==> config.mk <==
export PLATFORM = sky130hd
export DESIGN_NAME = fifo_byte_packer
export DESIGN_NICKNAME = d
export VERILOG_FILES = /design/src/rtl/fifo_byte_packer.sv
export SDC_FILE = /design/constraint.sdc
export NUM_CORES = 1
export LEC_CHECK = 0
export CAP_MARGIN = 20
export CORE_AREA = 2 2 59 61
export CTS_CLUSTER_DIAMETER = 150
export CTS_CLUSTER_SIZE = 12
export DETAILED_ROUTE_END_ITERATION = 8
export DIE_AREA = 0 0 61 63
export PLACE_DENSITY = 0.61
export REMOVE_ABC_BUFFERS = 1
export SLEW_MARGIN = 20
export SYNTH_ARGS = -nofsm -noshare
export SYNTH_HDL_FRONTEND = slang
export SYNTH_SLANG_ARGS = --single-unit
==> constraint.sdc <==
create_clock -name read_clock -period 2.2 [get_ports read_clock]
set_input_delay 0.22 -clock read_clock [delete_from_list [all_inputs] [get_ports read_clock]]
set_output_delay 0.22 -clock read_clock [all_outputs]
set_load 0.02 [all_outputs]
==> src/rtl/fifo_byte_packer.sv <==
// ============================================================================
// Module   : fifo_byte_packer
// Purpose  : Read-domain consumer for a nibble-wide FIFO. Pops entries as they
//            become available, packs WORD_NIBBLES of them little-endian into
//            one word and presents it on a valid/ready port. A flush request
//            emits a pending partial word, zero-padded in its unfilled nibbles.
// Revision : 1.0 - initial release
// ============================================================================
`default_nettype none

module fifo_byte_packer #(
  parameter int DATA_WIDTH   = 4,
  parameter int WORD_NIBBLES = 2,
  parameter int COUNT_WIDTH  = 8
) (
  input  logic                               read_clock,
  input  logic                               read_reset,
  input  logic                               fifo_empty,
  input  logic [DATA_WIDTH-1:0]              fifo_read_data,
  output logic                               fifo_read_increment,
  input  logic                               flush,
  output logic [DATA_WIDTH*WORD_NIBBLES-1:0] out_data,
  output logic                               out_valid,
  input  logic                               out_ready,
  output logic                               out_partial,
  output logic [COUNT_WIDTH-1:0]             word_count
);

  localparam int WORD_WIDTH = DATA_WIDTH * WORD_NIBBLES;
  localparam int IDX_W      = (WORD_NIBBLES > 1) ? $clog2(WORD_NIBBLES) : 1;
  localparam logic [IDX_W-1:0] LAST_IDX = IDX_W'(WORD_NIBBLES - 1);

  logic [IDX_W-1:0]       idx_q, idx_d;
  logic [WORD_WIDTH-1:0]  asm_q, asm_d;
  logic [WORD_WIDTH-1:0]  out_data_q, out_data_d;
  logic                   out_valid_q, out_valid_d;
  logic                   out_partial_q, out_partial_d;
  logic [COUNT_WIDTH-1:0] count_q, count_d;
  logic                   flush_pending_q, flush_pending_d;

  logic                   w_free;
  logic                   w_last;
  logic                   w_pop;
  logic [WORD_WIDTH-1:0]  w_asm_ins;

  // Next-state: handshake retire first, then pop/pack, then flush handling.
  // Pops are blocked while a flush is pending, so a pop and a flush emission
  // never compete for the output slot in the same cycle.
  always_comb begin
    w_free    = !out_valid_q || out_ready;
    w_last    = (idx_q == LAST_IDX);
    w_pop     = !read_reset && !fifo_empty && !flush_pending_q && !(w_last && !w_free);
    w_asm_ins = asm_q;
    w_asm_ins[idx_q*DATA_WIDTH +: DATA_WIDTH] = fifo_read_data;

    idx_d           = idx_q;
    asm_d           = asm_q;
    out_data_d      = out_data_q;
    out_valid_d     = out_valid_q;
    out_partial_d   = out_partial_q;
    count_d         = count_q;
    flush_pending_d = flush_pending_q;

    if (out_valid_q && out_ready) begin
      count_d     = count_q + COUNT_WIDTH'(1);
      out_valid_d = 1'b0;
    end

    if (w_pop) begin
      if (w_last) begin
        out_data_d    = w_asm_ins;
        out_valid_d   = 1'b1;
        out_partial_d = 1'b0;
        idx_d         = '0;
        asm_d         = '0;
      end else begin
        asm_d = w_asm_ins;
        idx_d = idx_q + IDX_W'(1);
      end
    end

    if (flush_pending_q) begin
      if (w_free) begin
        out_data_d      = asm_q;
        out_valid_d     = 1'b1;
        out_partial_d   = 1'b1;
        idx_d           = '0;
        asm_d           = '0;
        flush_pending_d = 1'b0;
      end
    end else if (flush && (idx_d != '0)) begin
      flush_pending_d = 1'b1;
    end
  end

  // State registers with synchronous reset; reset discards any partial word.
  always_ff @(posedge read_clock) begin
    if (read_reset) begin
      idx_q           <= '0;
      asm_q           <= '0;
      out_data_q      <= '0;
      out_valid_q     <= 1'b0;
      out_partial_q   <= 1'b0;
      count_q         <= '0;
      flush_pending_q <= 1'b0;
    end else begin
      idx_q           <= idx_d;
      asm_q           <= asm_d;
      out_data_q      <= out_data_d;
      out_valid_q     <= out_valid_d;
      out_partial_q   <= out_partial_d;
      count_q         <= count_d;
      flush_pending_q <= flush_pending_d;
    end
  end

  assign fifo_read_increment = w_pop;
  assign out_data            = out_data_q;
  assign out_valid           = out_valid_q;
  assign out_partial         = out_partial_q;
  assign word_count          = count_q;

endmodule

`default_nettype wire
Yosys cells after proc, flatten, opt, wreduce, memory -nomap -nowiden. Cells that the tools add are included.

Bits in registers: 28. Latch bits: 0. Output and inout port bits: 19. Bits of input ports: 9. Memories: 0. Word-level logic and storage cells: 50. RAM bits: 0. Memory bits (read-only): 0.

Divide/modulo/power cells: 0. Shift-type cells: 2. Multiplexer cells: 25. Bitwise gates (word level): 0. Eq/ne operators: 0. Reductions and logical operators: 13. $lt $le $gt $ge: 0. $mul: 0. Add/sub/neg operators: 3.

Operators with widths (number): 8-bit 2-to-1 mux (8); 3-bit negator with 34-bit output (1); 4-bit by 34-bit variable shift with 8-bit output, first input constant (1); 4-bit by 34-bit variable part select with 8-bit output (1); 1-bit 2-to-1 mux (16); 8-bit by 1-bit adder with 8-bit output, second input constant (1); 8-bit bitwise mux (1); 1-bit logical AND (6); 1-bit logical NOT (6); 1-bit adder, second input constant (1); 1-bit logical OR (1).

Depth between registers and ports, before layout.
Depth in word-level cells: 10. Gate-level depth with buffers: 5. Depth with buffers taken out: 4.

Least setup slack after synthesis. OpenSTA, ideal clock, no wires.

Path kind: register to register. From: register flush_pending_q. To: register out_data_q[4] (netlist: out_data[4]). Required time: 2097 ps. Arrival time: 1431 ps. Setup slack: 666 ps. Setup time: 103 ps. Clock period less this slack: 1534 ps. Buffers on the path: 1. Stages on the path, launching flop included: 5. Path through: dfxtp_1 -> buf_6 -> or3_1 -> or3_4 -> a2111oi_2.

Word-level cells in the longest chain between the ends: 6.

Ends and longest elaborated chain: from (decl) (RTL line 39) `logic flush_pending_q, flush_pending_d;`; from (signal assigned) (RTL line 113) `flush_pending_q <= flush_pending_d;`; 1-bit logical NOT (RTL line 52) `w_pop = !read_reset && !fifo_empty && !flush_pending_q && !(w_last && !w_free);`; 1-bit logical AND (2 in series) (RTL line 52); 8-bit 2-to-1 mux (RTL line 69) `if (w_pop) begin`; 8-bit 2-to-1 mux (RTL line 83) `if (w_free) begin`; 8-bit 2-to-1 mux * (RTL line 82) `if (flush_pending_q) begin`; to (signal assigned) (RTL line 109) `out_data_q <= out_data_d;`; to (decl) (RTL line 35) `logic [WORD_WIDTH-1:0] out_data_q, out_data_d;`.

Mark *: on every way between the ends. The rest lies on a longest branch, timed or not. A chain may end at the register's enable or synchronous reset.

Worst setup path after layout.
From: register flush_pending_q. To: output port fifo_read_increment.

Word-level cells in the longest chain between the ends: 3.

Ends and longest elaborated chain: 1-bit logical NOT (RTL line 52); 1-bit logical AND (2 in series) (RTL line 52); to (decl) (RTL line 20) `output logic fifo_read_increment,`.

No other way between the ends.

==> results.py <==
metrics = {
    "synthesis": {
        "synth_warnings": 0,
        "avgSynthCellArea_sq_um": 9.16,
        "synth_cell_types": 30,
        "synthCells": 133,
        "ys_seq_area_frac": 0.460,
        "yosys_register_bits": 28,
        "synth_area_sq_um": 1220,
    },
    "finish": {
        "n_fill_cell": 341,
        "nets": 175,
        "drive_gt1_frac": 0.0859,
        "area_delta_synth_final_pct": 29.9,
        "diodes": 0,
    },
    "timing": {
        "setup_viol": 0,
        "min_period_ns": 2.07,
        "maxSlewHeadroom": 0.642,
        "slew_violations": 0,
        "period_share": 0.940,
        "worst_slew_pin_slew_ns": 0.532,
        "finalClockSkew_ns": 0.00275,
        "final_hold_viol_count": 0,
        "max_freq_mhz": 484,
        "rsz0062_at_grt": "false",
        "setup_ws_ns": 0.133,
        "setup_tns_ns": 0,
    },
    "routing": {
        "routed_wl_um": 2540,
        "routedWlPerCell_um": 12.1,
        "post-route-drc-count": 0,
        "drtIter0Drc": 34,
        "vias": 1059,
        "ant_nets": 0,
        "viasPerCell": 5.07,
        "drt_first_pass_iters": 4,
    },
    "critical_path": {
        "cp-start-kind": "flip-flop",
        "worstPathMaxFanout": 9,
        "critPathKind": "reg -> out",
        "required_ns": 1.98,
        "cp_slowest_cell": "clkdlybuf4s50_1",
        "arrival_ns": 1.85,
        "cp_slowest_stage_delay_ns": 0.60,
        "cp-end-kind": "output port",
        "crit_chain": "or3_1 -> nor2_1 -> clkdlybuf4s50_1",
    },
    "outcome": {
        "status": "completed",
    },
    "clock_network": {
        "hold_buffers": 0,
        "htree_levels": 1,
        "cts_resized": 0,
        "numClockSinks": 28,
        "clk_latency_ns": 0.31,
        "root_buffer": "clkbuf_4",
        "clk_path_buf_depth": 2,
        "clkTransAtPathRegs_ns": 0.13,
        "tritoncts": "yes",
        "cts_setup_buffers": 0,
        "cts_made_buffers": 3,
    },
    "power": {
        "seq_power_share": 0.595,
        "swShare": 0.265,
        "ir_worst_vdd_mv": 0.371,
        "leakage_uw": 0.000509,
        "switchingPower_uw": 244,
        "clockPowerShare": 0.212,
        "p_int_uw": 678,
        "p_per_area_nw_per_um2": 583,
        "combPwrFrac": 0.193,
    },
    "floorplanning": {
        "rows": 21,
        "placeableCoreArea_sq_um": 3230,
        "dieArea_sq_um": 3840,
        "die_width_um": 61,
        "die_y_um": 63,
        "initial_utilization": 0.377,
        "pin_count": 28,
    },
    "grt": {
        "grt_use_total": 0.147,
        "grt_max_degree": 35,
        "grt_pass1_wl_um": 4380,
        "grt_pass1_vias": 1009,
        "antenna_found_initial": 0,
        "grt-ovfl-total": 0,
    },
    "placement": {
        "port_buffers": 27,
        "place_hpwl_um": 1970,
        "gp_congestion": 0.774,
        "pre_cts_ws_ns": 0.167,
    },
    "worst_hold_path": {
        "hold_path.class": "reg -> reg",
    },
    "run": {
        "drv_cap": 0,
    },
}
## registers in the layout, summed over array words and instances (netlist names)
signal	count
asm_q	8
flush_pending_q	1
out_valid	1
out_data	8
word_count	8
out_partial	1
idx_q	1
## Yosys cell counts
cell	n	share of area
and3b_1	1	0.0072
nand2b_1	11	0.056
a21oi_1	14	0.057
buf_6	1	0.0092
nor3_1	5	0.021
or3b_1	1	0.0072
nand2_1	9	0.028
buf_2	1	0.0041
clkbuf_1	4	0.012
nand3_1	4	0.016
nor2b_1	1	0.0051
inv_1	2	0.0062
a31oi_1	2	0.010
or3_4	1	0.0092
nand4_1	2	0.010
or4_1	2	0.012
mux2i_1	4	0.033
a211oi_1	4	0.025
nor2_1	5	0.015
xor2_1	2	0.014
dfxtp_1	28	0.46
nor4_1	5	0.026
nor3b_1	4	0.025
clkinv_1	1	0.0031
a2111oi_2	4	0.049
o21ai_1	4	0.016
o21ai_0	3	0.012
ha_1	1	0.010
or3_1	4	0.021
o31ai_1	3	0.018
## power by group through the flow
stage          Combinational [uW]  Clock, uW  Sequential [uW]
2_1_floorplan                80.3          0              573
3_3_place_gp                  176          0              560
3_5_place_dp                  179          0              560
4_1_cts                       179        209              549
5_1_grt                       194        235              552
6_report                      178        196              549
## logic make-up after synthesis
family,after synthesis,synth area share
AOI/OAI and AO/OA,34,0.189
DFF,28,0.460
buffers and inverters,9,0.0349
xor gates and xnor gates,2,0.0144
and+or+nand+nor,55,0.259
adders and majority gates,1,0.0103
muxes,4,0.0329
## per-layer routing
| layer | GRT usage | vias to the layer above | share of wire |
|---|---|---|---|
| li1 | - | 557 | - |
| met1 | 0.184 | 482 | 0.48 |
| met2 | 0.247 | 18 | 0.48 |
| met3 | 0.0311 | 2 | 0.038 |
| met4 | 0.0408 | 0 | 0.0079 |
| met5 | 0 | - | 0 |
## cells in the final DEF, fill, tap and decap left out
master / netlist / layout
a2111oi_2: 4 / 4
a211oi_1: 4 / 4
a21oi_1: 14 / 14
a31oi_1: 2 / 2
and3b_1: 1 / 1
buf_4: 0 / 6
clkbuf_4: 0 / 3
clkdlybuf4s50_1: 0 / 27
clkinv_1: 1 / 1
dfxtp_1: 28 / 28
ha_1: 1 / 1
inv_1: 2 / 2
mux2i_1: 4 / 4
nand2_1: 9 / 9
nand2b_1: 11 / 11
nand3_1: 4 / 4
nand4_1: 2 / 2
nor2_1: 5 / 5
nor2b_1: 1 / 1
nor3_1: 5 / 5
nor3b_1: 4 / 4
nor4_1: 5 / 5
o21ai_0: 3 / 3
o21ai_1: 4 / 4
o31ai_1: 3 / 3
or3_1: 4 / 4
or3_4: 1 / 1
or3b_1: 1 / 1
or4_1: 2 / 2
xor2_1: 2 / 2
## cell type report
class,instances,area (sq um),area share
Multi-Input combinational cell,96,616,0.389
Sequential cell,28,561,0.354
Timing Repair Buffer,33,315,0.199
Tap cell,46,57.6,0.0364
Clock buffer,3,22.5,0.0142
Inverter,3,11.3,0.00711
## final timing paths
| check | startpoint | endpoint | slack, ns | depth (start not counted) |
|---|---|---|---|---|
| setup / recovery | flush_pending_q | fifo_read_increment | 0.13 | 3 |
| hold / removal | out_data[2] | out_data[2] | 0.48 | 2 |
| setup reg to reg | flush_pending_q | out_data[6] | 0.41 | 4 |
| hold reg to reg | out_data[2] | out_data[2] | 0.48 | 2 |
## worst max-delay path, delay by kind of cell, from the launching register on
kind / cells / cell delay, ns
flip-flops: 1 / 0.42
AND/OR/NAND/NOR: 2 / 0.52
buffers and inverters: 1 / 0.60
## through the flow
stage	utilization	hold WS, ns	total power (uW)	cells	area, sq um
6_report	0.490	0.481	922	209	1580
3_3_place_gp	0.483	0.458	736	206	1560
3_5_place_dp	0.483	0.463	739	206	1560
2_1_floorplan	-	0.289	653	127	1190
4_1_cts	0.490	0.486	937	209	1580
5_1_grt	0.490	0.482	981	209	1580
Note: power is estimated with default switching activity, not from simulation.
